==> config.mk <==
export PLATFORM = sky130hd
export DESIGN_NAME = spi_master_arbiter
export DESIGN_NICKNAME = d
export VERILOG_FILES = /design/src/rtl/spi_arb_pkg.sv /design/src/rtl/spi_rr_picker.sv /design/src/rtl/spi_master_arbiter.sv
export SDC_FILE = /design/constraint.sdc
export NUM_CORES = 1
export LEC_CHECK = 0
export ABC_AREA = 1
export CORE_MARGIN = 2
export CORE_UTILIZATION = 30
export CTS_CLUSTER_SIZE = 16
export DETAILED_ROUTE_END_ITERATION = 10
export HOLD_SLACK_MARGIN = 0.1
export PLACE_DENSITY_LB_ADDON = 0.05
export SLEW_MARGIN = 0
export SYNTH_ARGS = -nofsm -noshare
export SYNTH_HDL_FRONTEND = slang
export SYNTH_HIERARCHICAL = 1
export SYNTH_SLANG_ARGS = --single-unit
==> constraint.sdc <==
create_clock -name clk -period 1.2 [get_ports clk]
set_input_delay 0.24 -clock clk [delete_from_list [all_inputs] [get_ports clk]]
set_output_delay 0.24 -clock clk [all_outputs]
set_load 0.05 [all_outputs]
==> src/rtl/spi_arb_pkg.sv <==
// ============================================================
// spi_arb_pkg : shared states, widths and config field layout
// Rev 1.0
// ============================================================
`default_nettype none

package spi_arb_pkg;

  localparam logic [2:0] ST_IDLE   = 3'd0;
  localparam logic [2:0] ST_CFG    = 3'd1;
  localparam logic [2:0] ST_SETTLE = 3'd2;
  localparam logic [2:0] ST_START  = 3'd3;
  localparam logic [2:0] ST_WAIT   = 3'd4;
  localparam logic [2:0] ST_DONE   = 3'd5;

  function automatic int cfg_w(input int width_log);
    return width_log + 2;
  endfunction

  function automatic int data_w(input int width_log);
    return 1 << width_log;
  endfunction

  // Config word layout: {cpol, cpha, spi_width}
  function automatic int cpol_bit(input int cw);
    return cw - 1;
  endfunction

  function automatic int cpha_bit(input int cw);
    return cw - 2;
  endfunction

  function automatic int width_msb(input int cw);
    return cw - 3;
  endfunction

endpackage

`default_nettype wire

==> src/rtl/spi_rr_picker.sv <==
// ============================================================
// spi_rr_picker : combinational round-robin select from rr_ptr
// Rev 1.0
// ============================================================
`default_nettype none

module spi_rr_picker #(
  parameter int N_REQ = 2,
  localparam int IW = $clog2(N_REQ)
) (
  input  logic [N_REQ-1:0] req_i,
  input  logic [IW-1:0]    rr_ptr_i,
  output logic             found_o,
  output logic [IW-1:0]    idx_o
);

  logic [IW:0] w_sum;

  // Scan offsets from highest to lowest so the smallest offset wins.
  always_comb begin
    found_o = 1'b0;
    idx_o   = '0;
    w_sum   = '0;
    for (int k = N_REQ - 1; k >= 0; k--) begin
      w_sum = {1'b0, rr_ptr_i} + (IW+1)'(k);
      if (w_sum >= (IW+1)'(N_REQ)) begin
        w_sum = w_sum - (IW+1)'(N_REQ);
      end
      if (req_i[w_sum[IW-1:0]]) begin
        found_o = 1'b1;
        idx_o   = w_sum[IW-1:0];
      end
    end
  end

endmodule

`default_nettype wire

==> src/rtl/spi_master_arbiter.sv <==
// ============================================================
// spi_master_arbiter : round-robin sharing of one SPI master
// Optional macro SPI_ARB_CFG_SKIP_EN skips CFG/SETTLE on repeated cfg
// Rev 1.0
// ============================================================
`default_nettype none

module spi_master_arbiter
  import spi_arb_pkg::*;
#(
  parameter int N_REQ = 2,
  parameter int SPI_MAX_WIDTH_LOG = 4,
  localparam int CW = cfg_w(SPI_MAX_WIDTH_LOG),
  localparam int DW = data_w(SPI_MAX_WIDTH_LOG),
  localparam int IW = $clog2(N_REQ)
) (
  input  logic              clk,
  input  logic              rst,
  input  logic [N_REQ-1:0]  req_i,
  input  logic [N_REQ*CW-1:0] req_cfg_i,
  input  logic [N_REQ*DW-1:0] req_wdata_i,
  output logic [N_REQ-1:0]  ack_o,
  output logic [DW-1:0]     rdata_o,
  output logic              busy_o,
  output logic [IW-1:0]     grant_idx_o,
  output logic              config_req_o,
  output logic [CW-1:0]     config_data_o,
  output logic              spi_start_o,
  input  logic              spi_finish_i,
  output logic [DW-1:0]     spi_din_o,
  input  logic [DW-1:0]     spi_dout_i
);

  logic [2:0]       state_q, state_d;
  logic [IW-1:0]    rr_ptr_q, rr_ptr_d;
  logic [IW-1:0]    grant_q, grant_d;
  logic [CW-1:0]    cfg_q, cfg_d;
  logic [DW-1:0]    wdata_q, wdata_d;
  logic [DW-1:0]    rdata_q, rdata_d;
  logic [N_REQ-1:0] ack_q;
  logic             busy_q, config_req_q, spi_start_q;

  logic             w_found, w_skip;
  logic [IW-1:0]    w_idx;
  logic [CW-1:0]    w_cfg_sel;
  logic [DW-1:0]    w_wdata_sel;

  spi_rr_picker #(.N_REQ(N_REQ)) u_picker (
    .req_i    (req_i),
    .rr_ptr_i (rr_ptr_q),
    .found_o  (w_found),
    .idx_o    (w_idx)
  );

  always_comb begin
    w_cfg_sel   = '0;
    w_wdata_sel = '0;
    for (int i = 0; i < N_REQ; i++) begin
      if (w_idx == IW'(i)) begin
        w_cfg_sel   = req_cfg_i[i*CW +: CW];
        w_wdata_sel = req_wdata_i[i*DW +: DW];
      end
    end
  end

`ifdef SPI_ARB_CFG_SKIP_EN
  logic          cfg_valid_q;
  logic [CW-1:0] last_cfg_q;

  always_ff @(posedge clk) begin
    if (rst) begin
      cfg_valid_q <= 1'b0;
      last_cfg_q  <= '0;
    end else if (state_q == ST_CFG) begin
      cfg_valid_q <= 1'b1;
      last_cfg_q  <= cfg_q;
    end
  end

  assign w_skip = cfg_valid_q && (w_cfg_sel == last_cfg_q);
`else
  assign w_skip = 1'b0;
`endif

  always_comb begin
    state_d  = state_q;
    rr_ptr_d = rr_ptr_q;
    grant_d  = grant_q;
    cfg_d    = cfg_q;
    wdata_d  = wdata_q;
    rdata_d  = rdata_q;
    case (state_q)
      ST_IDLE: begin
        if (w_found) begin
          grant_d = w_idx;
          cfg_d   = w_cfg_sel;
          wdata_d = w_wdata_sel;
          state_d = w_skip ? ST_START : ST_CFG;
        end
      end
      ST_CFG:    state_d = ST_SETTLE;
      ST_SETTLE: state_d = ST_START;
      ST_START:  state_d = ST_WAIT;
      ST_WAIT: begin
        if (spi_finish_i) begin
          rdata_d = spi_dout_i;
          state_d = ST_DONE;
        end
      end
      ST_DONE: begin
        rr_ptr_d = (grant_q == IW'(N_REQ - 1)) ? '0 : grant_q + IW'(1);
        state_d  = ST_IDLE;
      end
      default: state_d = ST_IDLE;
    endcase
  end

  // Pulse outputs are derived from the next state so they line up with it.
  always_ff @(posedge clk) begin
    if (rst) begin
      state_q      <= ST_IDLE;
      rr_ptr_q     <= '0;
      grant_q      <= '0;
      cfg_q        <= '0;
      wdata_q      <= '0;
      rdata_q      <= '0;
      ack_q        <= '0;
      busy_q       <= 1'b0;
      config_req_q <= 1'b0;
      spi_start_q  <= 1'b0;
    end else begin
      state_q      <= state_d;
      rr_ptr_q     <= rr_ptr_d;
      grant_q      <= grant_d;
      cfg_q        <= cfg_d;
      wdata_q      <= wdata_d;
      rdata_q      <= rdata_d;
      busy_q       <= (state_d != ST_IDLE);
      config_req_q <= (state_d == ST_CFG);
      spi_start_q  <= (state_d == ST_START);
      ack_q        <= '0;
      if (state_d == ST_DONE) begin
        ack_q[grant_d] <= 1'b1;
      end
    end
  end

  assign ack_o         = ack_q;
  assign rdata_o       = rdata_q;
  assign busy_o        = busy_q;
  assign grant_idx_o   = grant_q;
  assign config_req_o  = config_req_q;
  assign config_data_o = cfg_q;
  assign spi_start_o   = spi_start_q;
  assign spi_din_o     = wdata_q;

endmodule

`default_nettype wire

# Yosys cells after proc, flatten, opt, wreduce, memory -nomap -nowiden

Cells that the tools add are included.

Output and inout bits: 44
Input bits: 65
Bits in registers: 48

Magnitude comparators: 6
Reduce and logical (&&, ||, !) cells: 6
Equality and inequality tests: 8
Bitwise gates (word level): 1
$add $sub $neg: 4
Muxes and demuxes: 20

Operators with widths:

| kind                                                                                | number |
|---|---|
| 16-bit two-way mux                                                                  | 1 |
| 3-bit case mux with 5 select lines                                                  | 1 |
| 1-bit two-way mux                                                                   | 14 |
| 3-bit by 2-bit equality test with 1-bit output, second input constant               | 3 |
| 3-bit equality test, second input constant                                          | 3 |
| 3-bit by 1-bit equality test with 1-bit output, second input constant               | 2 |
| 1-bit by 2-bit less-than comparator with 1-bit output, second input constant        | 3 |
| 3-bit two-way mux                                                                   | 2 |
| 6-bit two-way mux                                                                   | 1 |
| 2-bit AND reduction                                                                 | 2 |
| 3-bit logical NOT                                                                   | 1 |
| 3-bit nonzero test                                                                  | 1 |
| 1-bit by 1-bit adder with 2-bit output, second input constant                       | 1 |
| 1-bit by 2-bit greater-or-equal comparator with 1-bit output, second input constant | 1 |
| 2-bit greater-or-equal comparator, second input constant                            | 1 |
| 2-bit OR reduction                                                                  | 1 |
| 1-bit subtractor, second input constant                                             | 2 |
| 1-bit adder, second input constant                                                  | 1 |
| 1-bit demux with 1-bit select                                                       | 1 |
| 1-bit greater-or-equal comparator, second input constant                            | 1 |
| 1-bit logical AND                                                                   | 1 |
| 1-bit NOT                                                                           | 1 |

# Longest topological paths before layout

Gate-level depths: netlist (run 1).

Depth in word-level cells: 13
Mapped depth: 8

# By module

The synthesis (run 1) kept the hierarchy.

By module, submodules not included:

| module             | times used | area an instance (um2) | cells an instance |
|---|---|---|---|
| spi_master_arbiter | 1          | 2120.8                 | 332 |
| spi_rr_picker      | 1          | 18.8                   | 4 |

# Least setup slack after synthesis (run 1)

No wires, ideal clock.

Path type: register -> register
From: reg rr_ptr_q
To: reg cfg_q[0] (netlist: config_data_o[0])
Path slack: -0.051 ns
Required time: 1.087 ns
Period minus slack after synthesis: 1.251 ns
Arrival: 1.138 ns
Buffers on the path: 1
Cell stages (with the launch flop): 9
Cell sequence: dfxtp_1 -> inv_1 -> a21oi_1 -> inv_1 -> buf_2 -> nand2_1 -> nand2_1 -> nor2_1 -> nor2_1

Cells in the longest elaborated chain, start to end: 8
Elaborated cells on any way between the ends: 17
Classes of those cells: 3 x add/sub; 2 x order compare; 11 x mux; 1 x reduce/logical

Ends and longest elaborated chain:

| what                                                                         | RTL line                                 | source |
|---|---|---|
| start: declaration                                                           | spi_master_arbiter.sv:35                 | `logic [IW-1:0] rr_ptr_q, rr_ptr_d;` |
| start signal: assignment                                                     | spi_master_arbiter.sv:133                | `rr_ptr_q <= rr_ptr_d;` |
| 1-bit by 1-bit adder with 2-bit output                                       | spi_rr_picker.sv:25                      | `w_sum = {1'b0, rr_ptr_i} + (IW+1)'(k);` |
| 2-bit greater-or-equal comparator / 1-bit subtractor (equally long branches) | spi_rr_picker.sv:26, spi_rr_picker.sv:27 |  |
| 1-bit two-way mux                                                            | spi_rr_picker.sv:26                      | `if (w_sum >= (IW+1)'(N_REQ)) begin` |
| 1-bit two-way mux (implied by the code) (2 in series)                        | spi_rr_picker.sv:29                      | `if (req_i[w_sum[IW-1:0]]) begin` |
| 1-bit two-way mux                                                            | spi_rr_picker.sv:29                      |  |
| 1-bit two-way mux (*)                                                        | spi_rr_picker.sv:29                      |  |
| named net w_idx                                                              | spi_master_arbiter.sv:44                 | `logic [IW-1:0] w_idx;` |
| 6-bit two-way mux (*)                                                        | spi_master_arbiter.sv:59                 | `if (w_idx == IW'(i)) begin` |
| end signal: assignment                                                       | spi_master_arbiter.sv:135                | `cfg_q <= cfg_d;` |
| end: declaration                                                             | spi_master_arbiter.sv:37                 | `logic [CW-1:0] cfg_q, cfg_d;` |

Mark *: on every way through the listed nets, which the timed path passes. The rest lies on a longest branch. The select of a mux whose other input is x is not followed.
A chain may end at the register's enable or synchronous reset.

# Final worst setup path (run 1)

From: reg rr_ptr_q
To: reg wdata_q[2] (netlist: spi_din_o[2])

Cells in the longest elaborated chain, start to end: 8
Elaborated cells on any way between the ends: 17
Classes of those cells: 3 x add/sub; 2 x order compare; 11 x mux; 1 x reduce/logical

Ends and longest elaborated chain:

| what                                                                         | RTL line                                 | source |
|---|---|---|
| 1-bit by 1-bit adder with 2-bit output                                       | spi_rr_picker.sv:25                      |  |
| 2-bit greater-or-equal comparator / 1-bit subtractor (equally long branches) | spi_rr_picker.sv:26, spi_rr_picker.sv:27 |  |
| 1-bit two-way mux                                                            | spi_rr_picker.sv:26                      |  |
| 1-bit two-way mux (implied by the code) (2 in series)                        | spi_rr_picker.sv:29                      |  |
| 1-bit two-way mux                                                            | spi_rr_picker.sv:29                      |  |
| 1-bit two-way mux (*)                                                        | spi_rr_picker.sv:29                      |  |
| named net w_idx                                                              | spi_master_arbiter.sv:44                 |  |
| 16-bit two-way mux (*)                                                       | spi_master_arbiter.sv:59                 |  |
| end signal: assignment                                                       | spi_master_arbiter.sv:136                | `wdata_q <= wdata_d;` |
| end: declaration                                                             | spi_master_arbiter.sv:38                 | `logic [DW-1:0] wdata_q, wdata_d;` |

Marked as above.

==> flow_metrics.env, run 1 <==
export IMPL_die_w_um=88.5
export IMPL_grt_antenna_before_repair=0
export IMPL_area_delta_synth_final_pct=99.1
export IMPL_cts_tree="yes"
export IMPL_worst_slew_pin_slew_ps=206
export IMPL_core_area_um2=6830
export IMPL_wl_mm=6.39
export IMPL_fin_skew_ps=8.34
export IMPL_die_area_um2=7820
export IMPL_holdPathEnd="rdata_o[15]"
export IMPL_r2r_start="rr_ptr_q"
export IMPL_fmax_mhz=823
export IMPL_gp_congestion=0.864
export IMPL_synth_top_area_share=0.449
export IMPL_period_share=1.01
export IMPL_clk_pin_slew_ps=90
export IMPL_htree_num_levels=2
export IMPL_path_class="reg -> reg"
export IMPL_wire_per_inst_um=11.5
export IMPL_num_vias=2356
export IMPL_cts_max_path_buffers=2
export IMPL_drc_errors=0
export IMPL_drv_cap=0
export IMPL_power_density_nw_per_um2=1220
export IMPL_vias_per_cell=4.22
export IMPL_timing_hold_violations_final=0
export IMPL_yosysTopAreaCell="dfxtp_1"
export IMPL_holdBufCountCts=0
export IMPL_synth_edf_count=0
export IMPL_crit_arrival_ps=1420
export IMPL_async_flop_share=0
export IMPL_period_minus_slack_ps=1210
export IMPL_grt_util_all_layers=0.164
export IMPL_setup_slack_ps=-14.9
export IMPL_path_buf_inv=3
export IMPL_nets=526
export IMPL_cp_top_family="buffers and inverters"
export IMPL_fin_util=0.624
export IMPL_drt_iter0_markers=43
export IMPL_rr_worst_depth=8
export IMPL_cts_root_buf="clkbuf_8"
export IMPL_max_stage_delay_ps=340
export IMPL_synth_warnings=6
export IMPL_ys_top_cells_by_area="dfxtp_1 (45%), nand2_1 (22%), nor2_1 (14%)"
export IMPL_grt_first_pass_wirelength_mm=9.92
export IMPL_diodes=0
export IMPL_required_ps=1400
export IMPL_netlist_cell_type_count=21
export IMPL_timing_rr_end="spi_din_o[2]"
export IMPL_crit_path_top_delay_cell="dfxtp_2"
export IMPL_ys_seq_area_frac=0.449
export IMPL_violations="setup timing"
export IMPL_yosysMostFrequentCell="nand2_1"
export IMPL_row_count=30
export IMPL_setup_viol=12
export IMPL_regArea_um2=965
export IMPL_p_total_w=0.00518
export IMPL_grt_max_degree=24
export IMPL_worst_path_max_fanout=6
export IMPL_ys_top_cells_by_count="nand2_1 (126), nor2_1 (80), dfxtp_1 (48)"
export IMPL_synth_seq_cells=48
export IMPL_dp_hpwl_mm=4.34
export IMPL_status="complete, but fails checks"
export IMPL_slew_violations=0
export IMPL_grt_pass1_vias=2131
export IMPL_end_kind="flip-flop"
export IMPL_avgSynthCellArea_um2=6.37
export IMPL_io_pins=109
export IMPL_r2r_slack_ps=-10
export IMPL_dr_pass1_iters=4
export IMPL_multi_input_area_um2=1060
export IMPL_cts_buffers=5
export IMPL_synth_cell_area_um2=2140
export IMPL_nFillCells=625
export IMPL_postRouteAntennaNets=0
export IMPL_numClockSinks=48
export IMPL_drive_gt1_frac=0.258
export IMPL_p_leak_nw=1.95
export IMPL_synth_ff_type="dfxtp_1"
export IMPL_start_kind="flip-flop"
export IMPL_min_delay_start="rdata_o[15]"
export IMPL_die_y_um=88.5
export IMPL_min_path_type="reg -> reg"
export IMPL_synthCells=336
export IMPL_vdd_drop_max_v=0.000741
export IMPL_synthesis_nets=401
export IMPL_relSlewSlack=0.862
export IMPL_clk_latency_ps=290
export IMPL_grt_setup_unrepaired="true"
export IMPL_port_buffers=108
export IMPL_grt_overflow_total=0
export IMPL_initial_core_util=0.313
export IMPL_path_cells="inv_2, a21oi_4, clkinv_4, buf_16, nand2_4, nand2_2, nor2_2, nor2_1"
export IMPL_hold_path_depth=2
[cells in the final DEF (no fill, tap or decap)]
cell,instances
bufinv_16,1
dfxtp_1,45
nand3_1,3
buf_16,4
clkinv_4,2
nand3_4,1
buf_8,1
buf_4,15
o21ai_0,12
clkdlybuf4s50_1,62
nor2_4,1
nand4_1,4
clkbuf_8,6
dlygate4sd2_1,2
nand2_1,102
nor2_1,75
dfxtp_2,3
a21oi_1,2
a21oi_4,1
nand2_2,22
inv_1,32
or2_4,1
o21ai_1,4
nor2_2,6
inv_2,3
nand2_4,3
buf_12,49
[how the worst max path moves through the flow]
stage,end,cells after the start,start,slack [ps]
after floorplan,ack_o[0],6,rr_ptr_q,40
after global placement,spi_din_o[11],8,req_i[1],-380
after detailed placement,spi_din_o[10],8,req_i[1],-410
after CTS,spi_din_o[13],8,rr_ptr_q,-30
after global routing,config_data_o[4],8,rr_ptr_q,-110
final,spi_din_o[2],8,rr_ptr_q,-10
[routing by layer]
metal / vias to the layer above / part of all wire / global-route usage
met5: - / 0 / 0
met4: 0 / 0.0030 / 0.0372
met3: 2 / 0.048 / 0.0326
met2: 54 / 0.49 / 0.272
met1: 1051 / 0.46 / 0.221
li1: 1249 / - / -
[registers in the layout, indices dropped and copies added, names as in the netlist]
register / cells
config_data_o: 6
spi_start_o: 1
busy_o: 1
spi_din_o: 16
ack_o: 2
state_q: 3
rdata_o: 16
config_req_o: 1
grant_idx_o: 1
rr_ptr_q: 1
[per-stage QoR]
step | cells | setup slack (ps) | cell area, um^2 | TNS [ps] | hold slack, ps
floorplan | 336 | 43.8 | 2140 | 0 | 309
global placement | 543 | -381 | 3870 | -12590 | 457
detailed placement | 543 | -406 | 3870 | -13390 | 465
CTS | 556 | -28.0 | 4170 | -246 | 529
global route | 558 | -108 | 4260 | -1830 | 546
finish | 558 | -14.9 | 4260 | -106 | 525
[layout make-up]
type / instances / share of cell area
Multi-Input combinational cell: 237 / 0.248
Clock buffer: 6 / 0.0194
Sequential cell: 48 / 0.226
Timing Repair Buffer: 133 / 0.436
Tap cell: 96 / 0.0282
Inverter: 36 / 0.0329
Clock inverter: 2 / 0.00910
[logic make-up after synthesis]
logic type             count (synthesis)  share of synthesized area
AOI/OAI and AO/OA                     19                     0.0444
and+or+nand+nor                      218                      0.399
DFF                                   48                      0.449
buffers and inverters                 51                      0.108
[worst min-delay path: cells and delay by family (launching register included)]
family / cells / cell delay [ps]
and+or+nand+nor: 2 / 150
DFF: 1 / 340
[power breakdown]
group / leakage [nW] / switching (W) / internal (W)
Combinational: 1.49 / 0.00102 / 0.00104
Sequential: 0.395 / 0.000155 / 0.00174
Clock: 0.0614 / 0.000544 / 0.000682
[repair_timing]
item	in CTS	in global routing
setup endpoints to repair	24	39
endpoints found under the hold margin	0	0
setup buffers	1	2
gates cloned	4	0
gates resized for setup	28	31
pin swaps	37	18
Power figures use the tool's default switching activity.
==> run 2, diff against run 1 <==
--- a/config.mk
+++ b/config.mk
@@ -15,5 +15,4 @@
 export SLEW_MARGIN = 0
 export SYNTH_ARGS = -nofsm -noshare
 export SYNTH_HDL_FRONTEND = slang
-export SYNTH_HIERARCHICAL = 1
 export SYNTH_SLANG_ARGS = --single-unit
==> run 2 against run 1 <==
The flow still finishes with violations (setup timing). Sequential share of layout area is 0.37 points lower. Flip-flop and latch count did not move. Global-route usage decreased by 1.7 points. Setup slack got worse by 16 ps. Via count shrank 1.3%. Synthesized cell count is 4.2% higher. Clock skew down 0.72 ps. Worst hold slack worse by 95 ps. Register-to-register slack got worse by 20 ps. Critical path type unchanged. Critical endpoint is now spi_din_o[14]. Largest cell class unchanged.
==> flow_metrics.env, run 2 <==
export IMPL_worst_slew_pin_slew_ps=226
export IMPL_drc_errors=0
export IMPL_status="complete, but fails checks"
export IMPL_cts_buffers=5
export IMPL_ys_seq_area_frac=0.424
export IMPL_power_density_nw_per_um2=1500
export IMPL_r2r_slack_ps=-30
export IMPL_grt_antenna_before_repair=0
export IMPL_synthesis_nets=415
export IMPL_postRouteAntennaNets=0
export IMPL_place_inst=560
export IMPL_grt_first_pass_wirelength_mm=9.98
export IMPL_worst_path_max_fanout=5
export IMPL_min_path_type="in -> reg"
export IMPL_fin_setup_tns_ps=-292
export IMPL_period_share=1.03
export IMPL_min_delay_start="req_i[0]"
export IMPL_final_cell_mix="nor2_1 (91), nand2_1 (84), clkdlybuf4s50_1 (63)"
export IMPL_nets=538
export IMPL_vias_per_cell=4.06
export IMPL_die_area_um2=8260
export IMPL_pre_cts_slack_ps=-314
export IMPL_core_area_um2=7290
export IMPL_timing_hold_violations_final=0
export IMPL_timing_rr_end="spi_din_o[14]"
export IMPL_row_count=31
export IMPL_grt_max_degree=28
export IMPL_synthCells=350
export IMPL_gp_congestion=0.722
export IMPL_area_delta_synth_final_pct=91.2
export IMPL_grt_util_all_layers=0.147
export IMPL_path_class="reg -> reg"
export IMPL_end_kind="flip-flop"
export IMPL_num_vias=2325
export IMPL_ys_top_cells_by_area="dfxtp_1 (42%), nor2_1 (17%), nand2_1 (16%)"
export IMPL_drive_gt1_frac=0.230
export IMPL_io_pins=109
export IMPL_wire_per_inst_um=10.9
export IMPL_avgSynthCellArea_um2=6.47
export IMPL_initial_core_util=0.311
export IMPL_violations="setup timing"
export IMPL_die_w_um=90.9
export IMPL_synth_top_area_share=0.424
export IMPL_vdd_drop_max_v=0.000743
export IMPL_synth_ff_type="dfxtp_1"
export IMPL_final_common_cell="nor2_1"
export IMPL_drv_cap=0
export IMPL_synth_seq_cells=48
export IMPL_yosysTopAreaCell="dfxtp_1"
export IMPL_drt_iter0_markers=91
export IMPL_fmax_mhz=812
export IMPL_fin_skew_ps=7.61
export IMPL_synth_cell_area_um2=2260
export IMPL_async_flop_share=0
export IMPL_slew_violations=0
export IMPL_nFillCells=665
export IMPL_rr_worst_depth=8
export IMPL_die_y_um=90.9
export IMPL_period_minus_slack_ps=1230
export IMPL_fin_util=0.594
export IMPL_cts_tree="yes"
export IMPL_setup_slack_ps=-31.1
export IMPL_htree_num_levels=2
export IMPL_port_buffers=108
export IMPL_clk_latency_ps=300
export IMPL_r2r_start="state_q[1]"
export IMPL_grt_pass1_vias=2154
export IMPL_relSlewSlack=0.849
export IMPL_synth_warnings=0
export IMPL_cts_root_buf="clkbuf_8"
export IMPL_p_leak_nw=2.03
export IMPL_wl_mm=6.26
export IMPL_setup_viol=16
export IMPL_ys_top_cells_by_count="nor2_1 (101), nand2_1 (96), inv_1 (55)"
export IMPL_holdPathEnd="busy_o"
export IMPL_yosysMostFrequentCell="nor2_1"
export IMPL_grt_overflow_total=0
export IMPL_hold_path_depth=5
export IMPL_start_kind="flip-flop"
export IMPL_synth_edf_count=0
export IMPL_dp_hpwl_mm=4.36
export IMPL_required_ps=1400
export IMPL_dr_pass1_iters=4
export IMPL_grt_setup_unrepaired="true"
export IMPL_numClockSinks=48
export IMPL_diodes=0
export IMPL_crit_arrival_ps=1430
export IMPL_final_cells=573
export IMPL_clk_pin_slew_ps=90
export IMPL_cts_max_path_buffers=2
export IMPL_netlist_cell_type_count=22
[run 2: cell types whose count changed after synthesis, moves of 2 or more]
| cell | delta |
|---|---|
| inv_1 | +20 |
| buf_4 | -2 |
| buf_6 | +3 |
| clkbuf_1 | -3 |
| nand2_1 | -30 |
| nand4_1 | -3 |
| nor2_1 | +21 |
| nor2_2 | +2 |
| clkbuf_8 | +3 |
[run 2: power by group]
group / total (W) / switching [W] / internal, W
Sequential: 0.00205 / 0.000224 / 0.00183
Combinational: 0.00328 / 0.00163 / 0.00165
Clock: 0.00116 / 0.000543 / 0.000619
[run 2: how the worst max path moves through the flow]
stage / startpoint / depth (start not counted) / slack, ps / end
floorplan: state_q[1] / 7 / 50 / config_data_o[1]
global placement: req_i[1] / 7 / -290 / spi_din_o[14]
detailed placement: req_i[0] / 7 / -310 / spi_din_o[14]
CTS: state_q[0] / 7 / 4 / spi_din_o[9]
global route: state_q[1] / 8 / -120 / config_data_o[4]
finish: state_q[1] / 8 / -30 / spi_din_o[14]
[run 2: repair_timing]
| item | 4_1_cts | 5_1_grt |
|---|---|---|
| hold buffers | 0 | 0 |
| buffers inserted | 1 | 1 |
| gates resized for setup | 4 | 47 |
| pin swaps | 2 | 18 |
| endpoints found under the setup margin | 17 | 37 |
| gates cloned | 0 | 3 |
| endpoints found under the hold margin | 0 | 0 |
[run 2: stage by stage]
stage / area, um^2 / hold WS, ps / power, W
after detailed placement: 4020 / 472 / 0.00506
after CTS: 4140 / 485 / 0.00627
after global placement: 4020 / 457 / 0.00503
final: 4330 / 430 / 0.00649
after floorplan: 2260 / 309 / 0.00356
after global routing: 4330 / 458 / 0.00687
[run 2: metal layers]
metal / wire length [um] / global-route usage
met1: 2840 / 0.187
met4: 54 / 0.0379
met3: 370 / 0.0417
met2: 2990 / 0.243
met5: 0 / 0
[run 2: cells by family after synthesis]
family,count (synthesis),synth area share
flops,48,0.424
simple gates,209,0.370
compound gates,23,0.0536
buf+inv,70,0.152
[run 2: critical path, cell delays in order (launching register included)]
cell     delay, ps
dfxtp_2        340
nor2_4         150
nand2_2         80
nor2_4         100
buf_12         130
buf_12         130
nand2_4         50
nor2_4         100
nor2_1          40
[run 2: layout make-up]
class	instances	area [um^2]	area share
flip-flops and latches	48	965	0.223
repair buffers	130	1870	0.431
well taps	99	124	0.0286
inverters	56	213	0.0491
multi-input cells	232	1050	0.244
clock inverters	2	35.0	0.00809
clock buffers	6	72.6	0.0168
